==> config.mk <==
export PLATFORM = sky130hd
export DESIGN_NAME = tone_synth
export DESIGN_NICKNAME = d
export VERILOG_FILES = /design/src/rtl/tone_pkg.sv /design/src/rtl/seq_divider.sv /design/src/rtl/tone_synth.sv
export SDC_FILE = /design/constraint.sdc
export NUM_CORES = 1
export LEC_CHECK = 0
export ABC_AREA = 1
export ABC_CLOCK_PERIOD_IN_PS = 8100
export BUFFER_PORTS_ARGS = -buffer_cell sky130_fd_sc_hd__buf_2
export CORE_UTILIZATION = 29
export DETAILED_ROUTE_END_ITERATION = 8
export PLACE_DENSITY = 0.53
export SYNTH_ARGS = -nofsm -noshare
export SYNTH_HDL_FRONTEND = slang
export SYNTH_SLANG_ARGS = --single-unit
export TNS_END_PERCENT = 30
==> constraint.sdc <==
create_clock -name clk -period 8.1 [get_ports clk]
set_input_delay 0.405 -clock clk [delete_from_list [all_inputs] [get_ports clk]]
set_output_delay 0.405 -clock clk [all_outputs]
set_load 0.05 [all_outputs]
==> src/rtl/tone_pkg.sv <==
// ============================================================================
// tone_pkg : shared widths, mute threshold and note frequencies for tone_synth
// Rev 1.0
// ============================================================================
`default_nettype none

package tone_pkg;

  localparam int unsigned DIV_W       = 32;
  localparam int unsigned MUTE_HZ_DEF = 20000;

  localparam logic [31:0] NOTE_LA   = 32'd220;
  localparam logic [31:0] NOTE_SI   = 32'd247;
  localparam logic [31:0] NOTE_DO   = 32'd262;
  localparam logic [31:0] NOTE_RE   = 32'd294;
  localparam logic [31:0] NOTE_MI   = 32'd330;
  localparam logic [31:0] NOTE_FA   = 32'd349;
  localparam logic [31:0] NOTE_SO   = 32'd392;
  localparam logic [31:0] NOTE_MUTE = 32'd20000;

  function automatic logic is_silent(input logic [31:0] freq, input logic [31:0] mute_hz);
    return (freq == '0) || (freq >= mute_hz);
  endfunction

endpackage

`default_nettype wire

==> src/rtl/seq_divider.sv <==
// ============================================================================
// seq_divider : restoring divider, one quotient bit per cycle, W cycles
// Rev 1.0
// ============================================================================
`default_nettype none

module seq_divider #(
  parameter int unsigned W = 32
) (
  input  logic         clk,
  input  logic         rst_n,
  input  logic         start,
  input  logic [W-1:0] dividend,
  input  logic [W:0]   divisor,
  output logic [W-1:0] quotient,
  output logic         busy,
  output logic         done
);

  localparam int unsigned CW = $clog2(W);

  logic [W-1:0]  r_acc;
  logic [W:0]    r_rem;
  logic [W:0]    r_div;
  logic [CW-1:0] r_cnt;

  logic [W+1:0]  w_trial;
  logic          w_ge;
  logic [W:0]    w_sub;

  // The difference is only kept when it is below the divisor, so W+1 bits
  // of modular subtraction are exact.
  assign w_trial  = {r_rem, r_acc[W-1]};
  assign w_ge     = w_trial >= {1'b0, r_div};
  assign w_sub    = w_trial[W:0] - r_div;
  assign quotient = {r_acc[W-2:0], w_ge};
  assign done     = busy && (r_cnt == CW'(W-1));

  always_ff @(posedge clk or negedge rst_n) begin
    if (!rst_n) begin
      r_acc <= '0;
      r_rem <= '0;
      r_div <= '0;
      r_cnt <= '0;
      busy  <= 1'b0;
    end else if (start) begin
      r_acc <= dividend;
      r_rem <= '0;
      r_div <= divisor;
      r_cnt <= '0;
      busy  <= 1'b1;
    end else if (busy) begin
      r_acc <= quotient;
      r_rem <= w_ge ? w_sub : w_trial[W:0];
      r_cnt <= r_cnt + CW'(1);
      if (done) busy <= 1'b0;
    end
  end

endmodule

`default_nettype wire

==> src/rtl/tone_synth.sv <==
// ============================================================================
// tone_synth : tone (Hz) to 50% square wave; TONE_SYNTH_AMP_EN adds signed pcm
// Rev 1.0
// ============================================================================
`default_nettype none

module tone_synth
  import tone_pkg::*;
#(
  parameter int unsigned CLK_HZ  = 100_000_000,
  parameter int unsigned CNT_W   = 22,
  parameter int unsigned MUTE_HZ = MUTE_HZ_DEF
) (
  input  logic               clk,
  input  logic               rst_n,
  input  logic [31:0]        tone,
  input  logic               en,
`ifdef TONE_SYNTH_AMP_EN
  input  logic [14:0]        amp,
  output logic signed [15:0] pcm,
`endif
  output logic               audio_out,
  output logic               busy
);

  localparam logic [CNT_W-1:0] HALF_MAX = '1;

  logic [31:0]      tone_q;
  logic [CNT_W-1:0] half_q;
  logic [CNT_W-1:0] cnt;
  logic             mute;

  logic             w_changed;
  logic             w_silent;
  logic             w_start;
  logic             w_load;
  logic             w_mute_set;
  logic             w_play;
  logic             w_toggle;
  logic             w_audio_next;
  logic [CNT_W-1:0] w_sat;

  logic [DIV_W-1:0] div_quo;
  logic             div_busy;
  logic             div_done;

  assign w_changed = tone != tone_q;
  assign w_silent  = is_silent(tone, 32'(MUTE_HZ));
  assign w_start   = w_changed && !w_silent;
  assign w_load    = !w_changed && busy && div_busy && div_done;
  assign w_sat     = (div_quo > 32'(HALF_MAX)) ? HALF_MAX : div_quo[CNT_W-1:0];

  // Entering mute silences the output on the same edge; leaving mute only
  // starts counting on the following edge so the first high comes half_q later.
  assign w_mute_set   = (w_changed && w_silent) || (w_load && (div_quo == '0));
  assign w_play       = en && !mute && !w_mute_set;
  assign w_toggle     = ({1'b0, cnt} + {{CNT_W{1'b0}}, 1'b1}) >= {1'b0, half_q};
  assign w_audio_next = w_toggle ? ~audio_out : audio_out;

  seq_divider #(
    .W (DIV_W)
  ) u_div (
    .clk      (clk),
    .rst_n    (rst_n),
    .start    (w_start),
    .dividend (DIV_W'(CLK_HZ)),
    .divisor  ({tone, 1'b0}),
    .quotient (div_quo),
    .busy     (div_busy),
    .done     (div_done)
  );

  always_ff @(posedge clk or negedge rst_n) begin
    if (!rst_n) begin
      tone_q <= '0;
      half_q <= '0;
      mute   <= 1'b1;
      busy   <= 1'b0;
    end else if (w_changed) begin
      tone_q <= tone;
      busy   <= w_start;
      if (w_silent) mute <= 1'b1;
    end else if (w_load) begin
      busy <= 1'b0;
      if (div_quo == '0) begin
        mute <= 1'b1;
      end else begin
        mute   <= 1'b0;
        half_q <= w_sat;
      end
    end
  end

  always_ff @(posedge clk or negedge rst_n) begin
    if (!rst_n) begin
      cnt       <= '0;
      audio_out <= 1'b0;
    end else if (!w_play) begin
      cnt       <= '0;
      audio_out <= 1'b0;
    end else begin
      cnt       <= w_toggle ? '0 : cnt + {{(CNT_W-1){1'b0}}, 1'b1};
      audio_out <= w_audio_next;
    end
  end

`ifdef TONE_SYNTH_AMP_EN
  always_ff @(posedge clk or negedge rst_n) begin
    if (!rst_n)       pcm <= '0;
    else if (!w_play) pcm <= '0;
    else              pcm <= w_audio_next ? $signed({1'b0, amp}) : -$signed({1'b0, amp});
  end
`endif

endmodule

`default_nettype wire

# Yosys cells after proc, flatten, opt, wreduce, memory -nomap -nowiden
# Index checks and enable logic that the tools add are counted.
# Widths: inputs -> output; s select.
# word_totals
word_cells	68
ff_bits	182
# op_classes
order_cmp	4
reduce_logical	21
n_addsub	4
n_bitwise	3
eq_ne	4
muxes	21
# ops
operator	count
$mux 33	3
$mux 22	3
$logic_not 32->1	2
$mux 32	2
$ge 34x33->1	1
$sub 33x33->33	1
$ge 32x15->1 const B	1
$gt 32x22->1 const B	1
$ne 32x32->1	1
$add 22x1->23 const B	1
$ge 23x22->1	1
$add 22x1->22 const B	1
$mux 1	11
$mux 5	2
$logic_and 1x1->1	9
$add 5x1->5 const B	1
$eq 5x5->1 const B	1
$logic_not 1->1	4
$ne 2x1->1 const B	2
$reduce_bool 2->1	2
$not 1->1	3
$reduce_and 3->1	1
$logic_or 1x1->1	2
$reduce_and 2->1	1

# Longest topological paths before layout
# Gate-level depths: netlist of run 1.
# logic_depth
depth_word	10
mapped_depth	23

# By module
# From an unflattened synthesis of run 1, not the netlist that was laid out.
# hier_totals
hier_cells	1760
hier_area_um2	12396.9
# modules_own_cells
module	n_inst	area_per_inst_um2	cells_per_inst
seq_divider	1	7574.8	1132
tone_synth	1	4822.1	628

# Least setup slack after synthesis of run 1
# OpenSTA, ideal clock, no wires.
# synth_timing
kind	register to register
startpoint	register cnt[2]
endpoint	register cnt[11]
t_arrival_ps	2597
path_stages_with_launch	23
n_path_buf	1
slack_ps	5376
setup_ps	126
required_ps	7974
cell_sequence	dfrtp_1 inv_1 nor3_2 nand2_1 nor2_2 nand3_2 nor2_1 nand2_1 xor2_1 inv_1 ha_1 nand2_1 nor2_1 inv_1 nor3_1 nand2_1 nand2_1 nand2_1 a21oi_1 nor2_1 nand3_2 buf_6 nor2_2
# synth_between
elab_chain_cells	4
elab_cells_between_ends	5
cone_classes	add/sub: 2; order compare: 1; mux: 2
# synth_rtl
item	line	text
start: declaration	tone_synth.sv:30	logic [CNT_W-1:0] cnt;
start signal: assignment	tone_synth.sv:102	cnt <= w_toggle ? '0 : cnt + {{(CNT_W-1){1'b0}}, 1'b1};
$add 22x1->23	tone_synth.sv:57	assign w_toggle = ({1'b0, cnt} + {{CNT_W{1'b0}}, 1'b1}) >= {1'b0, half_q};
$ge 23x22->1	tone_synth.sv:57	
$mux 22 *	tone_synth.sv:102	
$mux 22 *	tone_synth.sv:98	end else if (!w_play) begin
# Every way passes the cells marked *; elsewhere a longest branch is shown, timed or not.
# A chain may end at the register's enable or synchronous reset.

# Worst setup path after layout of run 1
# layout_timing
startpoint	register cnt[0]
endpoint	register cnt[0]
# Same word-level chain as after synthesis.

==> reports/qor.txt, run 1 <==
Status: finished, final reports clean
Vias: 9269
Clk pwr share: 31.7%
Comb pwr share: 27.8%
Core Region: 38650 µm²
Fmax: 285.9 MHz
FFs w/ async S/R, synth: 100.0%
TritonCTS clock tree: done
Worst-Margin Slew: 1.201 ns
Final setup margin: 4.602 ns
Most frequent cells in the layout: nand2_1, inv_1, dfrtp_1
Startpoint Class: flop
PD cells: 221.7 nW/µm²
Initial antenna violation count: 0
Layout cells sized above 1: 9.363%
Drt pass-1 iters: 5
Clock Pin Slew Worst Setup and Hold Paths: 0.07 ns
Grt total ovfl: 0
WL/cell: 13.49 µm
Post-CTS Setup Bufs: 0
Number of global-route vias before repair: 9212
Sum Neg Setup Slack: 0 ns
Antenna-violating nets left: 0
Worst skew pair latency: 0.45 ns
Diodes inserted: 0
Die area: 39900 µm²
Worst IR Drop VDD: 0.1537 mV
Post-synthesis net count: 1628
Post-synth EDFFs: 0
Internal power: 1.771 mW
RSZ-0062 raised after global routing: false
1st-iter DRT viols: 442
CP Capture Type: flop
Dpl hpwl: 20740 µm
Synth top area share: 39.94%
Vias per std cell: 4.508
Pre-CTS setup slack: 4.602 ns
Final #Nets: 1618
Clock sink count: 182
Gate Count Post-Synth: 1535
Synth cell types: 43
Fin crit share: 43.18%
Yosys top cell by area: dfrtp_1
Ys Warns: 0
DR DRC count: 0
Post-synthesis average cell area: 7.387 µm²
Die extent in x: 199.7 µm
Total CTS buffers: 17
Sequential share of the synthesized area: 40.17%
Root buffer cell: clkbuf_16
Slew margin rel.: 19.47%
Worst min path class: in -> async
Post-Syn Area: 11340 µm²
First-pass GRT wire length: 47130 µm
Sw Pwr: 996.6 µW
Crit path kind: reg -> reg
Area growth, synth to finish: 10.06%
Leak pwr: 6.026 nW
Largest net degree at the start of global routing: 116
# IOs: 37
Final hold vios: 0
Hold buffers post-CTS: 0
Post-synth top flop: dfrtp_1
Max-Cap Viols: 0
Post-cts gate resize count: 0
Gpl congestion: 0.9157
Worst endpoint required time: 8.46 ns
Flops & latches, synth: 182
Htree depth: 4
CP arrival: 3.86 ns
Endpoints failing setup: 0
Largest fanout on the critical path: 22
Top post-synthesis cells by area: dfrtp_1, nand2_1, inv_1
Sw Share: 36.01%
Most common cell after layout, fill and taps aside: nand2_1
Seq pwr share: 40.5%
Overall global routing resource usage: 14.89%
Fin. max-slew vios: 0
Port bufs: 36
Post-Route Skew: 0.01650 ns
Fin crit period: 3.498 ns
Std-Cell Rows: 72
WL final: 27740 µm
Die Span Y: 199.7 µm
Starting density of the core: 29.34%
Clock Path Buffers: 2
Fill cell total of the finished layout: 4120
worst max-delay path, cell delays in order, from the launching register on:
cell      delay [ns]
dfrtp_1         0.41
ha_1            0.27
nand2_2         0.14
nor4_2          0.26
nand3b_1        0.17
nor3_1          0.22
xor2_1          0.25
inv_1           0.07
ha_1            0.29
a21oi_1         0.12
o21ai_0         0.11
nand3b_1        0.17
nor2_1          0.14
nand3_2         0.53
nor2_1          0.24
stage by stage:
step | power [mW] | hold WS (ns) | utilization, % | cell area, µm² | instances
after CTS | 2.795 | 0.06011 | 32.29 | 12480 | 2056
final | 2.767 | 0.03130 | 32.29 | 12480 | 2056
after global placement | 1.898 | 0.4574 | 30.71 | 11870 | 2024
after detailed placement | 1.902 | 0.4589 | 30.71 | 11870 | 2024
after global routing | 2.957 | 0.07388 | 32.29 | 12480 | 2056
after floorplan | 1.705 | 0.1094 | - | 11340 | 1535
power by group through the flow:
stage / clock network [mW] / logic [mW] / registers [mW]
2_1_floorplan: 0 / 0.594 / 1.11
3_3_place_gp: 0 / 0.765 / 1.13
5_1_grt: 0.939 / 0.880 / 1.14
6_report: 0.878 / 0.769 / 1.12
3_5_place_dp: 0 / 0.768 / 1.13
4_1_cts: 0.904 / 0.772 / 1.12
Yosys cell counts, types with 10 or more instances:
cell / number
nand2_1: 431
inv_1: 242
dfrtp_1: 181
nor2_1: 128
nand3_1: 67
ha_1: 57
o21ai_0: 56
nand4_1: 51
a21oi_1: 46
clkbuf_1: 40
xnor2_1: 37
nor2_2: 29
nor3_1: 19
o22ai_1: 19
buf_2: 16
xor2_1: 13
nand2_2: 12
nor4_1: 12
o211ai_2: 10
sequential cells by signal, summed over array words and instances, names as in the netlist, 5 cells and up:
name / flops
cnt: 22
u_div.r_acc: 32
u_div.r_div: 32
u_div.r_rem: 33
half_q: 22
tone_q: 32
u_div.r_cnt: 5
layout make-up:
class / count / area [µm²] / area share (%)
Multi-Input combinational cell: 1038 / 5530 / 44.31
Sequential cell: 182 / 4556 / 36.50
Inverter: 248 / 930.9 / 7.459
Tap cell: 518 / 648.1 / 5.193
Clock buffer: 17 / 425.4 / 3.409
Timing Repair Buffer: 38 / 203.9 / 1.634
Clock inverter: 15 / 186.4 / 1.494
path summary, 6_finish.rpt:
| path | start | end | slack [ns] | cells past startpoint |
|---|---|---|---|---|
| setup / recovery | cnt[0] | cnt[0] | 4.60 | 14 |
| hold / removal | rst_n | cnt[6] | 0.03 | 1 |
| setup reg to reg | cnt[0] | cnt[0] | 4.60 | 14 |
| hold reg to reg | half_q[17] | half_q[17] | 0.47 | 2 |
| max in group asynchronous | rst_n | u_div.r_div[8] | 6.56 | 2 |
| min in group clk | tone[9] | tone_q[9] | 0.09 | 1 |
per-layer routing:
| metal | part of all wire [%] | GRT usage, % | vias up |
|---|---|---|---|
| li1 | - | - | 4825 |
| met1 | 50 | 20.47 | 4290 |
| met2 | 46 | 24.04 | 127 |
| met3 | 2.5 | 2.167 | 27 |
| met4 | 1.7 | 4.693 | 0 |
| met5 | 0 | 0 | - |
kinds of logic after synthesis:
kind of cell	count (synthesis)	share of synthesized area, %
AND/OR/NAND/NOR	777	30.17
buffers and inverters	315	11.10
flip-flops	182	40.17
AO/OA/AOI/OAI	153	8.231
adder cells (fa/ha/maj)	58	6.466
XOR/XNOR	50	3.862
No activity file was read; power rests on OpenSTA's default activity.
==> run 2: changes to the inputs <==
ABC_CLOCK_PERIOD_IN_PS = 3100   (was 8100)
PLACE_DENSITY = 0.55   (was 0.53)
clock period = 3.1 ns   (was 8.1 ns; I/O delays follow)
==> reports/qor.txt, run 2 (synthesis results as in run 1) <==
Status: finished, final reports clean
Vias: 9614 (+3.7%)
Crit path launch: cnt[2]
Comb pwr share: 28.8% (+1.0 points)
Design area: 13250 µm² (+6.2%)
Grt total ovfl: 0 (unchanged)
DR DRC count: 0 (unchanged)
Seq pwr share: 39.6% (-0.9 points)
Final #Nets: 1678 (+3.7%)
Fill cell total of the finished layout: 4079 (-1.0%)
Core Region: 38650 µm² (unchanged)
Startpoint Class: flop
Root buffer cell: clkbuf_16
FF/Latch Area: 4556 µm² (unchanged)
Area of the multi-input gates: 5669 µm² (+2.5%)
Starting density of the core: 29.34% (unchanged)
Worst hold margin: 0.1190 ns (+0.08765 ns)
Area growth, synth to finish: 16.87%
Met1 Use GR: 20.21% (-0.26 points)
Die area: 39900 µm² (unchanged)
Clk pwr share: 31.6% (about the same)
Gpl congestion: 0.8964 (-2.1%)
Die Span Y: 199.7 µm (unchanged)
Clock Path Buffers: 2 (unchanged)
Gr busiest metal: met2
Overall global routing resource usage: 15.13% (+0.24 points)
Antenna-violating nets left: 0 (unchanged)
PD cells: 555.3 nW/µm² (+150%)
Drt pass-1 iters: 5 (unchanged)
Crit path kind: reg -> reg
Most frequent cells in the layout: nand2_1, inv_1, dfrtp_1
1st-iter DRT viols: 481 (+8.8%)
Worst skew pair latency: 0.45 ns (about the same)
Internal power: 4.709 mW (+170%)
# IOs: 37 (unchanged)
Worst IR Drop VDD: 0.4547 mV (+200%)
Fin. max-slew vios: 0 (unchanged)
Htree depth: 4 (unchanged)
RSZ-0062 raised after global routing: true
Vias per std cell: 4.543 (+0.78%)
Leak pwr: 6.406 nW (+6.3%)
Clock Pin Slew Worst Setup and Hold Paths: 0.07 ns (about the same)
Placed cell count: 2042 (+0.89%)
Max-Cap Viols: 0 (unchanged)
Sum Neg Setup Slack: 0 ns (unchanged)
Initial antenna violation count: 0 (unchanged)
Pre-CTS setup slack: 0.03887 ns (-4.563 ns)
Largest fanout on the critical path: 6 (-73%)
Clock sink count: 182 (unchanged)
WL/cell: 13.53 µm (+0.25%)
Worst min path class: in -> reg
Post-Route Skew: 0.01062 ns (-0.005882 ns)
Sw Pwr: 2.650 mW (+170%)
Worst-Margin Slew: 0.9676 ns (-0.2338 ns)
Max reg flops: 33 (unchanged)
Sw Share: 36.01% (about the same)
Final setup margin: 0.1097 ns (-4.492 ns)
WL final: 28630 µm (+3.2%)
Endpoints failing setup: 0 (unchanged)
Final hold vios: 0 (unchanged)
Layout cells sized above 1: 12.27% (+2.9 points)
GR met3 Demand/Resource: 2.235% (+0.067 points)
Diodes inserted: 0 (unchanged)
Total CTS buffers: 17 (unchanged)
TritonCTS clock tree: done
Final instance count without filler cells: 2116 (+2.9%)
First-pass GRT wire length: 47980 µm (+1.8%)
Slew margin rel.: 35.42% (+16 points)
Hold depth: 5
Placed inst area: 12050 µm² (+1.6%)
Worst endpoint required time: 3.44 ns (-5.02 ns)
Largest net degree at the start of global routing: 85 (-27%)
Routing usage on met2: 24.91% (+0.87 points)
Std-Cell Rows: 72 (unchanged)
FF-to-FF Start: cnt[2]
Fin crit period: 2.990 ns (-0.5077 ns)
Hold Crit Start: en
Dpl hpwl: 21060 µm (+1.5%)
Fmax: 334.4 MHz (+17%)
Most common cell after layout, fill and taps aside: nand2_1
Fin crit share: 96.46% (+53 points)
Reg2reg path depth: 22 (+8)
Most flops, register: u_div.r_rem
CP Capture Type: flop
Number of global-route vias before repair: 9654 (+4.8%)
Die extent in x: 199.7 µm (unchanged)
Port bufs: 36 (unchanged)
CP arrival: 3.33 ns (-0.53 ns)
run 2: timing repair:
item	in CTS	in global routing
setup endpoints to repair	0	23
hold buffers	33	0
hold endpoints to repair	105	0
setup buffers	0	6
gates resized for setup	0	38
run 2: area by class of cell:
cell class	instances	area share, %
tap	518	4.890
clock buffer	18	3.314
clock inverter	14	1.388
sequential	182	34.38
multi-input combinational	1038	42.78
timing repair buffer	98	6.231
inverter	248	7.024
run 2: worst max-delay path, stage by stage, from the launching register on:
cell       delay (ns)
dfrtp_1          0.41
inv_2            0.07
nor3_4           0.20
nand2_2          0.10
nor2_4           0.13
nand3_2          0.10
nor2_2           0.13
nand2_2          0.10
xor2_2           0.20
inv_1            0.06
ha_1             0.28
nand2_2          0.06
nor2_2           0.11
inv_2            0.06
nor3_2           0.10
nand2_1          0.07
nand2_1          0.09
nand2_2          0.07
a21oi_2          0.14
nor2_2           0.07
nand3_4          0.12
clkbuf_16        0.19
nor2_2           0.03
run 2: final timing paths:
| kind | endpoint | slack (ns) |
|---|---|---|
| worst max register to register | cnt[20] | 0.11 |
| worst max-delay path | cnt[20] | 0.11 |
| max in group asynchronous | u_div.r_rem[15] | 1.91 |
| worst min-delay path | audio_out | 0.12 |
| worst min register to register | half_q[13] | 0.47 |
| min in group asynchronous | cnt[7] | 0.28 |
run 2: power groups by stage:
stage,clock (mW),combinational (mW),sequential (mW)
after global placement,0,2.06,2.95
after global routing,2.49,2.42,2.96
after detailed placement,0,2.07,2.96
final,2.32,2.12,2.91
after CTS,2.39,2.12,2.91
after floorplan,0,1.55,2.90
run 2: per-stage QoR:
step / total power [mW] / utilization (%)
after floorplan: 4.455 / -
after global placement: 5.014 / 31.19
after detailed placement: 5.029 / 31.19
after CTS: 7.426 / 33.66
after global routing: 7.861 / 34.29
final: 7.360 / 34.29
run 2: metal layers:
layer | wire length (µm) | part of all wire, %
met2 | 13240 | 46
met5 | 0 | 0
met4 | 572 | 2.0
met3 | 851 | 3.0
met1 | 13960 | 49
